`config.mk`:
```
export PLATFORM = sky130hd
export DESIGN_NAME = lc3b_fetch_unit
export DESIGN_NICKNAME = d
export VERILOG_FILES = /design/src/rtl/lc3b_types.sv /design/src/rtl/fetch_fifo.sv /design/src/rtl/lc3b_fetch_unit.sv
export SDC_FILE = /design/constraint.sdc
export NUM_CORES = 1
export LEC_CHECK = 0
export BUFFER_PORTS_ARGS = -buffer_cell sky130_fd_sc_hd__buf_4
export CORE_AREA = 4 4 143 76
export CTS_BUF_LIST = sky130_fd_sc_hd__clkbuf_4 sky130_fd_sc_hd__clkbuf_8 sky130_fd_sc_hd__clkbuf_16
export DETAILED_ROUTE_END_ITERATION = 12
export DIE_AREA = 0 0 147 80
export GPL_TIMING_DRIVEN = 0
export HOLD_SLACK_MARGIN = 0.03
export PLACE_DENSITY = 0.82
export SLEW_MARGIN = 10
export SYNTH_ARGS = -nofsm -noshare
export SYNTH_HDL_FRONTEND = slang
export SYNTH_SLANG_ARGS = --single-unit
```
`constraint.sdc`:
```
create_clock -name clk -period 12.2 [get_ports clk]
set_input_delay 1.83 -clock clk [delete_from_list [all_inputs] [get_ports clk]]
set_output_delay 1.83 -clock clk [all_outputs]
set_load 0.02 [all_outputs]
```
`src/rtl/lc3b_types.sv`:
```
`default_nettype none
// ============================================================================
// Package     : lc3b_types
// Description : Shared LC-3b types for the fetch stage: machine word, fetch
//               FSM state encoding, reset PC constant and the prefetch
//               buffer entry layout.
// Revision    : 1.0 - initial release
// ============================================================================
package lc3b_types;

  typedef logic [15:0] lc3b_word;

  typedef enum logic [1:0] {
    S_IDLE  = 2'd0,
    S_FETCH = 2'd1,
    S_DROP  = 2'd2
  } lc3b_fetch_state;

  localparam lc3b_word LC3B_RESET_PC = 16'h0000;

  // One prefetched instruction together with the PC value the datapath
  // uses as its PC-relative base (address of the word + 2).
  typedef struct packed {
    lc3b_word word;
    lc3b_word pc_next;
  } lc3b_fetch_entry;

endpackage
`default_nettype wire

```
`src/rtl/fetch_fifo.sv`:
```
`default_nettype none
// ============================================================================
// Module      : fetch_fifo
// Description : Small synchronous FIFO holding prefetched instruction
//               entries. Flush has priority over push and pop.
// Ports       : clk, rst_n      - clock, synchronous active-low reset
//               i_push, i_din   - write an entry
//               i_pop           - remove the head entry (ignored when empty)
//               i_flush         - discard all entries
//               o_dout          - head entry (all zero when empty)
//               o_count         - number of stored entries
//               o_empty         - no entries stored
// Revision    : 1.0 - initial release
// ============================================================================
module fetch_fifo
  import lc3b_types::*;
#(
  parameter int DEPTH = 2
) (
  input  logic                       clk,
  input  logic                       rst_n,
  input  logic                       i_push,
  input  logic                       i_pop,
  input  logic                       i_flush,
  input  lc3b_fetch_entry            i_din,
  output lc3b_fetch_entry            o_dout,
  output logic [$clog2(DEPTH):0]     o_count,
  output logic                       o_empty
);

  localparam int AW = $clog2(DEPTH);
  localparam logic [AW:0] c_FULL = (AW+1)'(DEPTH);

  lc3b_fetch_entry r_mem [DEPTH];
  logic [AW-1:0]   r_rd_ptr;
  logic [AW-1:0]   r_wr_ptr;
  logic [AW:0]     r_count;

  logic w_push;
  logic w_pop;

  // Pointers are AW bits wide and DEPTH is a power of two, so they wrap
  // naturally without a compare.
  assign w_pop  = i_pop  & (r_count != '0);
  assign w_push = i_push & (r_count != c_FULL);

  always_ff @(posedge clk) begin
    if (!rst_n || i_flush) begin
      r_rd_ptr <= '0;
      r_wr_ptr <= '0;
      r_count  <= '0;
    end else begin
      if (w_push) r_wr_ptr <= r_wr_ptr + 1'b1;
      if (w_pop)  r_rd_ptr <= r_rd_ptr + 1'b1;
      case ({w_push, w_pop})
        2'b10:   r_count <= r_count + 1'b1;
        2'b01:   r_count <= r_count - 1'b1;
        default: r_count <= r_count;
      endcase
    end
  end

  // Storage needs no reset: contents are only visible while non-empty.
  always_ff @(posedge clk) begin
    if (rst_n && !i_flush && w_push) r_mem[r_wr_ptr] <= i_din;
  end

  assign o_empty = (r_count == '0);
  assign o_count = r_count;
  assign o_dout  = o_empty ? '0 : r_mem[r_rd_ptr];

endmodule
`default_nettype wire

```
`src/rtl/lc3b_fetch_unit.sv`:
```
`default_nettype none
// ============================================================================
// Module      : lc3b_fetch_unit
// Description : LC-3b instruction-fetch stage. Owns the fetch PC, issues
//               word reads on a held-request memory handshake, buffers the
//               returned words and presents them to the IR with valid/ready.
//               A redirect flushes the buffer and restarts fetch.
// Ports       : clk, rst_n                    - clock, sync active-low reset
//               i_redirect, i_redirect_pc     - flush and refetch request
//               i_instr_ready                 - IR accepts head word
//               o_instr, o_instr_pc_next      - head word and its PC + 2
//               o_instr_valid                 - buffer non-empty
//               o_mem_read, o_mem_address     - memory read request
//               i_mem_resp, i_mem_rdata       - memory read completion
//               o_fetch_busy                  - request outstanding
// Revision    : 1.0 - initial release
// ============================================================================
module lc3b_fetch_unit
  import lc3b_types::*;
#(
  parameter int          DEPTH    = 2,
  parameter logic [15:0] RESET_PC = LC3B_RESET_PC
) (
  input  logic        clk,
  input  logic        rst_n,
  input  logic        i_redirect,
  input  logic [15:0] i_redirect_pc,
  input  logic        i_instr_ready,
  output logic [15:0] o_instr,
  output logic [15:0] o_instr_pc_next,
  output logic        o_instr_valid,
  output logic        o_mem_read,
  output logic [15:0] o_mem_address,
  input  logic        i_mem_resp,
  input  logic [15:0] i_mem_rdata,
  output logic        o_fetch_busy
);

  localparam int AW = $clog2(DEPTH);
  localparam logic [AW:0] c_FULL = (AW+1)'(DEPTH);

  lc3b_fetch_state r_state;
  lc3b_word        r_fetch_pc;
  // Address presented to memory. Separate from r_fetch_pc because a
  // redirect during an outstanding request must leave the old address
  // on the bus until the response arrives.
  lc3b_word        r_mem_addr;

  lc3b_fetch_entry w_din;
  lc3b_fetch_entry w_dout;
  logic [AW:0]     w_count;
  logic            w_empty;
  logic            w_push;
  logic            w_pop;
  logic            w_room;
  logic            w_room_after_push;
  lc3b_word        w_target;
  lc3b_word        w_pc_plus2;

  assign w_target   = {i_redirect_pc[15:1], 1'b0};
  assign w_pc_plus2 = r_fetch_pc + 16'd2;

  assign w_pop  = ~w_empty & i_instr_ready & ~i_redirect;
  assign w_push = (r_state == S_FETCH) & i_mem_resp & ~i_redirect;

  assign w_din.word    = i_mem_rdata;
  assign w_din.pc_next = w_pc_plus2;

  // Room is judged on the occupancy before this cycle's pop. After a push
  // there is still room if either a pop frees a slot or the buffer held
  // fewer than DEPTH-1 entries.
  assign w_room            = (w_count < c_FULL);
  assign w_room_after_push = w_pop | (w_count < (c_FULL - 1'b1));

  fetch_fifo #(
    .DEPTH (DEPTH)
  ) u_fifo (
    .clk     (clk),
    .rst_n   (rst_n),
    .i_push  (w_push),
    .i_pop   (w_pop),
    .i_flush (i_redirect),
    .i_din   (w_din),
    .o_dout  (w_dout),
    .o_count (w_count),
    .o_empty (w_empty)
  );

  always_ff @(posedge clk) begin
    if (!rst_n) begin
      r_state    <= S_IDLE;
      r_fetch_pc <= RESET_PC;
      r_mem_addr <= RESET_PC;
    end else if (i_redirect) begin
      r_fetch_pc <= w_target;
      case (r_state)
        S_FETCH: begin
          if (i_mem_resp) begin
            // Response for the old stream is dropped; issue the new one.
            r_state    <= S_FETCH;
            r_mem_addr <= w_target;
          end else begin
            r_state <= S_DROP;
          end
        end
        S_DROP: r_state <= S_DROP;
        default: begin
          r_state    <= S_FETCH;
          r_mem_addr <= w_target;
        end
      endcase
    end else begin
      case (r_state)
        S_IDLE: begin
          if (w_room) r_state <= S_FETCH;
        end
        S_FETCH: begin
          if (i_mem_resp) begin
            r_fetch_pc <= w_pc_plus2;
            r_mem_addr <= w_pc_plus2;
            r_state    <= w_room_after_push ? S_FETCH : S_IDLE;
          end
        end
        S_DROP: begin
          // Stale response discarded; r_fetch_pc already holds the target.
          if (i_mem_resp) begin
            r_state    <= S_FETCH;
            r_mem_addr <= r_fetch_pc;
          end
        end
        default: r_state <= S_IDLE;
      endcase
    end
  end

  assign o_mem_read      = (r_state != S_IDLE);
  assign o_fetch_busy    = (r_state != S_IDLE);
  assign o_mem_address   = r_mem_addr;
  assign o_instr_valid   = ~w_empty;
  assign o_instr         = w_dout.word;
  assign o_instr_pc_next = w_dout.pc_next;

endmodule
`default_nettype wire

```
# Word-level counts from Yosys, hierarchy flattened
# Memory sizes are Yosys's and may differ from the RTL's. A register that Yosys moved wholly into a read port is not among the register bits.
# Cells that the tools add are included.
[classes] n_addsub=5 n_mul=0 n_div=0 order_cmp=2 eq_ne=11 shift=0 mux=23 n_bitwise=10 n_reduce_logical=18
[op_table] operator="16-bit two-way mux" n=7
[op_table] operator="16-bit one-hot mux with 2 select lines" n=2
[op_table] operator="32-bit two-way mux" n=1
[op_table] operator="16-bit by 2-bit adder with 16-bit output (second input constant)" n=1
[op_table] operator="2-bit two-way mux" n=5
[op_table] operator="2-bit nonzero test" n=5
[op_table] operator="3-bit inequality test (second input constant)" n=3
[op_table] operator="2-bit inequality test (second input constant)" n=4
[op_table] operator="2-bit one-hot mux with 2 select lines" n=2
[op_table] operator="1-bit AND" n=6
[op_table] operator="2-bit one-hot mux with 3 select lines" n=1
[op_table] operator="1-bit two-way mux" n=5
[op_table] operator="2-bit by 1-bit equality test with 1-bit output (second input constant)" n=2
[op_table] operator="2-bit equality test (second input constant)" n=2
[op_table] operator="2-bit logical NOT" n=2
[op_table] operator="2-bit AND reduction" n=2
[op_table] operator="4-bit AND reduction" n=1
[op_table] operator="1-bit NOT" n=3
[op_table] operator="3-bit AND reduction" n=1
[op_table] operator="3-bit nonzero test" n=1
[op_table] operator="1-bit adder (second input constant)" n=2
[op_table] operator="2-bit by 1-bit adder with 2-bit output (second input constant)" n=1
[op_table] operator="1-bit logical AND" n=2
[op_table] operator="1-bit logical NOT" n=2
[op_table] operator="other kinds (6)" n=6
[totals] ff_bits=38 latchBits=0 mem_bits_rw=64 rom_bits=0 in_bits=37 out_inout_bits=51 word_cells=77 n_memories=1
[memory_table] memory="u_fifo.r_mem" depth=2 width=32 rd=1 rd_clocked_by_memory_dff=1 write_ports=1 line_no="fetch_fifo.sv:34" source="lc3b_fetch_entry r_mem [DEPTH];"

# Longest topological paths before layout
[depth] word_depth=9 depth_mapped=10 depth_no_buf=9

# Modules after synthesis
# Synthesis repeated with hierarchy kept, for this count alone.
[unflattened] cells_unflattened=440 hier_area_um2=4825.9
[modules_own_cells] module="fetch_fifo" n_inst=1 cells_per_inst=163 area_each_um2=2628.8 seq_area_each_um2=2021.9
[modules_own_cells] module="lc3b_fetch_unit" n_inst=1 cells_per_inst=277 area_each_um2=2197.1 seq_area_each_um2=640.6

# Least setup slack after synthesis
# No wires, ideal clock.
[synth_path] path_type="input -> register" from="input port i_redirect" to="memory u_fifo.r_mem[1][10] (netlist name), enable pin" setup_ps=508 arrival_time_ps=5619 t_required_ps=11692 path_slack_ps=6073 stages=4 path_buffers=1 cell_sequence="inv_1 -> clkbuf_1 -> nand2_1 -> nor4b_1"
[synth_between] elab_chain_cells=6 word_cells_on_any_way=8 cone_classes="mux: 2; bitwise: 3; reduce/logical: 3"
[synth_rtl] item="start, declared" line_no="lc3b_fetch_unit.sv:26" source="input logic i_redirect,"
[synth_rtl] item="1-bit NOT" line_no="lc3b_fetch_unit.sv:64" source="assign w_push = (r_state == S_FETCH) & i_mem_resp & ~i_redirect;"
[synth_rtl] item="1-bit AND" line_no="lc3b_fetch_unit.sv:64"
[synth_rtl] item="1-bit AND" line_no="fetch_fifo.sv:45" source="assign w_push = i_push & (r_count != c_FULL);"
[synth_rtl] item="1-bit logical AND *" line_no="fetch_fifo.sv:65" source="if (rst_n && !i_flush && w_push) r_mem[r_wr_ptr] <= i_din;"
[synth_rtl] item="1-bit two-way mux *" line_no="fetch_fifo.sv:65"
[synth_rtl] item="1-bit two-way mux (not written as such) *" line_no="fetch_fifo.sv:65"
[synth_rtl] item="end, declared" line_no="fetch_fifo.sv:34"
# Every way passes the cells marked *; elsewhere a longest branch is shown, timed or not.

# Worst setup path in the final report
[layout_path] from="input port i_redirect" to="register u_fifo.r_count[1], in the netlist u_fifo.o_count[1]"
[layout_between] elab_chain_cells=5 word_cells_on_any_way=10 cone_classes="eq/ne: 2; mux: 1; bitwise: 5; reduce/logical: 2"
[layout_rtl] item="1-bit NOT" line_no="lc3b_fetch_unit.sv:63, lc3b_fetch_unit.sv:64"
[layout_rtl] item="1-bit AND, on equally long branches" line_no="lc3b_fetch_unit.sv:63, lc3b_fetch_unit.sv:64"
[layout_rtl] item="1-bit AND, on equally long branches" line_no="fetch_fifo.sv:44, fetch_fifo.sv:45"
[layout_rtl] item="2-bit by 1-bit equality test with 1-bit output / 2-bit equality test (equally long branches)" line_no="fetch_fifo.sv:55" source="case ({w_push, w_pop})"
[layout_rtl] item="2-bit one-hot mux with 2 select lines / 2-bit nonzero test (equally long branches)"
[layout_rtl] item="end signal, assigned" line_no="fetch_fifo.sv:56" source="2'b10: r_count <= r_count + 1'b1;"
[layout_rtl] item="end signal, assigned" line_no="fetch_fifo.sv:57" source="2'b01: r_count <= r_count - 1'b1;"
[layout_rtl] item="end signal, assigned" line_no="fetch_fifo.sv:58" source="default: r_count <= r_count;"
[layout_rtl] item="end, declared" line_no="fetch_fifo.sv:37" source="logic [AW:0] r_count;"
# Parallel ways exist; a longest one is shown, timed or not.
# A chain may end at the register's enable or synchronous reset.

==> impl_metrics.toml <==
[outcome]
outcome = "finished, final reports clean"

[sta]
setup_viol = 0
tightest_slew_ns = 0.7584
post-route-period-util_pct = 32.35
timing.fmax_mhz = 253.4
fin_setup_tns_ns = 0
fin_worst_skew_ns = 0.007904
hold_viol_final = 0
slew_headroom_pct = 49.34
fin_crit_ns = 3.947
rsz0062_at_grt = "no"
maxSlewViolCount = 0

[cells_and_area]
final_util_pct = 63.48
fill_cells = 734
drive_gt1_share_pct = 24.40
nets = 581
antenna_cells = 0
syn_to_final_growth_pct = 27.15

[critical_path]
r2r_end = "u_fifo.r_mem[0][20]"
reg2reg_from = "r_state[1]"
path_max_fanout = 10
cp_data_required_time_ns = 12.44
worstPathArrival_ns = 4.19
endpoint_kind = "flip-flop"
r2r_cells = 7
worstSetupPathType = "input pin to flip-flop"
regToRegSetupSlack_ns = 9.66
startpoint_type = "input pin"

[route]
routed_wl_mm = 11.36
dr.pass1.iters = 5
vias = 3626
vias_per_cell = 5.364
wire_per_inst_um = 16.81
drt_iter0_markers = 290
ant_nets = 0
drc_errors = 0

[synthesis]
syn_area_sq_mm = 0.004701
synth-compound-area-share_pct = 9.316
synth_area_leaders = "edfxtp_1 (40%), dfxtp_1 (16%), mux2i_1 (7.9%)"
async_flop_share_pct = 0
synth_ff_type = "edfxtp_1"
synth-simple-area-share_pct = 15.28
synth_fa_ha_area_share_pct = 2.129
synth-seq-area-share_pct = 55.36
syn_inst = 431
synth-seq-cells = 99
ys_types = 51
syn_area_per_cell_sq_um = 10.91
yosysWarningCount = 0
synth_top_area_share_pct = 39.61
synth_xor_area_share_pct = 5.962
synth_mux_area_share_pct = 7.879
synth_top_family_by_area = "simple AND/OR/NAND/NOR gates"
yosysTopAreaCell = "edfxtp_1"
synth_edf_count = 62

[global_routing]
grt.overflow.total = 0
grt_pass1_wl_mm = 18.06
antenna_found_initial = 0
grt_max_degree = 17
track_usage_pct = 19.66
grt_pass1_vias = 3596

[die]
die_h_um = 80
rows = 25
die-area_sq_mm = 0.01176
start_util_pct = 49.93
ioPinCount = 88
dieWidth_um = 147
core_area_sq_mm = 0.009415

[clocking]
cts_tree = "built"
worstSkewPairLatency_ns = 0.34
cts_made_buffers = 9
cts_resized = 0
clk_pin_slew_ns = 0.07
holdBufCountCts = 0
cts_max_level = 3
clockBufferDepth = 2
cts-root-buf = "clkbuf_16"
post_cts_buffers = 0
cts_sinks = 99

[placement]
port_buffers = 84
place_congestion = 0.9190
hpwl_mm = 8.221

[worst_hold_path]
hp-start = "o_mem_address[3]"
min_to = "o_mem_address[3]"
hold_depth = 2
holdCritPathClass = "flip-flop to flip-flop"

[power]
p_per_area_mw_per_mm2 = 142.8
p_leak_nw = 2.246
irDropWorstVdd_v = 0.00007467

[flow_run]
maxCapViolCount = 0
Yosys cell counts (4+ instances only):
library cell and instances:
dfxtp_1 37, nor2_1 51, or3_1 6, clkbuf_1 21
o21ai_0 17, buf_2 9, edfxtp_1 62, nor3_1 7
nand2_1 25, a21oi_1 16, nor2b_1 5, xnor2_1 19
nand3_1 11, nand2b_1 11, mux2i_1 37, o31ai_1 4
nor4_1 7, inv_1 10, a31oi_1 4, ha_1 8
xor2_1 13
cell usage in the layout (no fill, tap or decap), types with 2 or more instances in the layout:
master / count
nand4_1: 3
conb_1: 2
nor2b_1: 5
or4_1: 3
mux2i_1: 37
bufinv_16: 5
o221ai_1: 3
nand2b_1: 11
o21a_1: 2
o31ai_1: 4
a31oi_1: 4
nor2_1: 51
xnor2_1: 19
clkbuf_1: 21
a21oi_1: 16
nor3_1: 7
o211ai_1: 2
o21ai_0: 17
buf_2: 11
nand2_1: 25
xor2_1: 13
a311oi_1: 2
buf_4: 94
or3_1: 6
or2_2: 2
a21boi_0: 3
o22ai_1: 2
a31o_2: 3
clkbuf_16: 9
nor4_1: 6
edfxtp_1: 62
inv_1: 10
and3_1: 3
ha_1: 8
and2_1: 3
nand3_1: 11
dfxtp_1: 37
per-layer routing:
| layer | up-vias | global-route usage [%] | share of wire (%) |
|---|---|---|---|
| li1 | 1755 | - | - |
| met1 | 1695 | 24.48 | 43 |
| met2 | 154 | 33.23 | 47 |
| met3 | 22 | 6.012 | 7.5 |
| met4 | 0 | 6.041 | 2.1 |
| met5 | - | 0 | 0 |
how the worst max path moves through the flow:
stage | start | to | depth (start not counted)
finish | i_redirect | u_fifo.o_count[1] | 9
global route | i_redirect | u_fifo.o_count[1] | 9
CTS | i_redirect | u_fifo.o_count[1] | 9
detailed placement | i_redirect | u_fifo.o_count[1] | 9
global placement | rst_n | u_fifo.r_mem[1][29] | 4
floorplan | i_redirect | u_fifo.r_mem[1][10] | 4
cell type report:
class	instances	area, sq um	share of cell area, %
plain buffers	34	150.1	2.512
clock buffers	10	239.0	3.998
clock inverters	6	158.9	2.659
inverters	10	37.54	0.6280
multi-input cells	289	1927	32.24
flip-flops and latches	99	2603	43.54
well taps	135	168.9	2.826
repair buffers	93	693.2	11.60
power breakdown:
group / switching, W / internal (W)
clock network: 0.000121 / 0.000248
logic: 0.0000625 / 0.0000439
registers: 0.00000894 / 0.000369
total: 0.000193 / 0.000661
registers in the layout, indices dropped and copies added (netlist names), named ones only:
| name | cells |
|---|---|
| r_fetch_pc | 15 |
| u_fifo.r_rd_ptr | 1 |
| r_state | 2 |
| o_mem_address | 15 |
| u_fifo.r_wr_ptr | 1 |
| u_fifo.r_mem | 62 |
| u_fifo.o_count | 2 |
metrics by stage:
step / total power [W] / std cells / instance area, sq um / hold slack (ns) / worst slack (ns)
after floorplan: 0.0004459 / 432 / 4705 / 0.4741 / 6.073
after global placement: 0.0004858 / 651 / 5504 / 0.4544 / 3.966
after detailed placement: 0.0004898 / 660 / 5579 / 0.4698 / 7.945
after CTS: 0.0008598 / 676 / 5977 / 0.4801 / 8.334
after global routing: 0.0008819 / 676 / 5977 / 0.5085 / 8.183
final: 0.0008533 / 676 / 5977 / 0.4751 / 8.253
critical path: stages:
cell	delay, ns
buf_4	0.13
inv_1	0.07
clkbuf_1	0.38
clkbuf_1	0.46
clkbuf_1	0.50
nand2_1	0.14
ha_1	0.37
nor2_1	0.08
a211oi_1	0.21
cells by family (layout without fill, tap and decap cells):
| family | after synthesis | count (layout) |
|---|---|---|
| compound gates | 67 | 67 |
| xor+xnor | 32 | 32 |
| fa+ha+maj | 8 | 8 |
| buf+inv | 44 | 153 |
| flops | 99 | 99 |
| mux | 37 | 37 |
| other cells | 1 | 2 |
| simple gates | 143 | 143 |
Note: power is estimated with default switching activity, not from simulation.
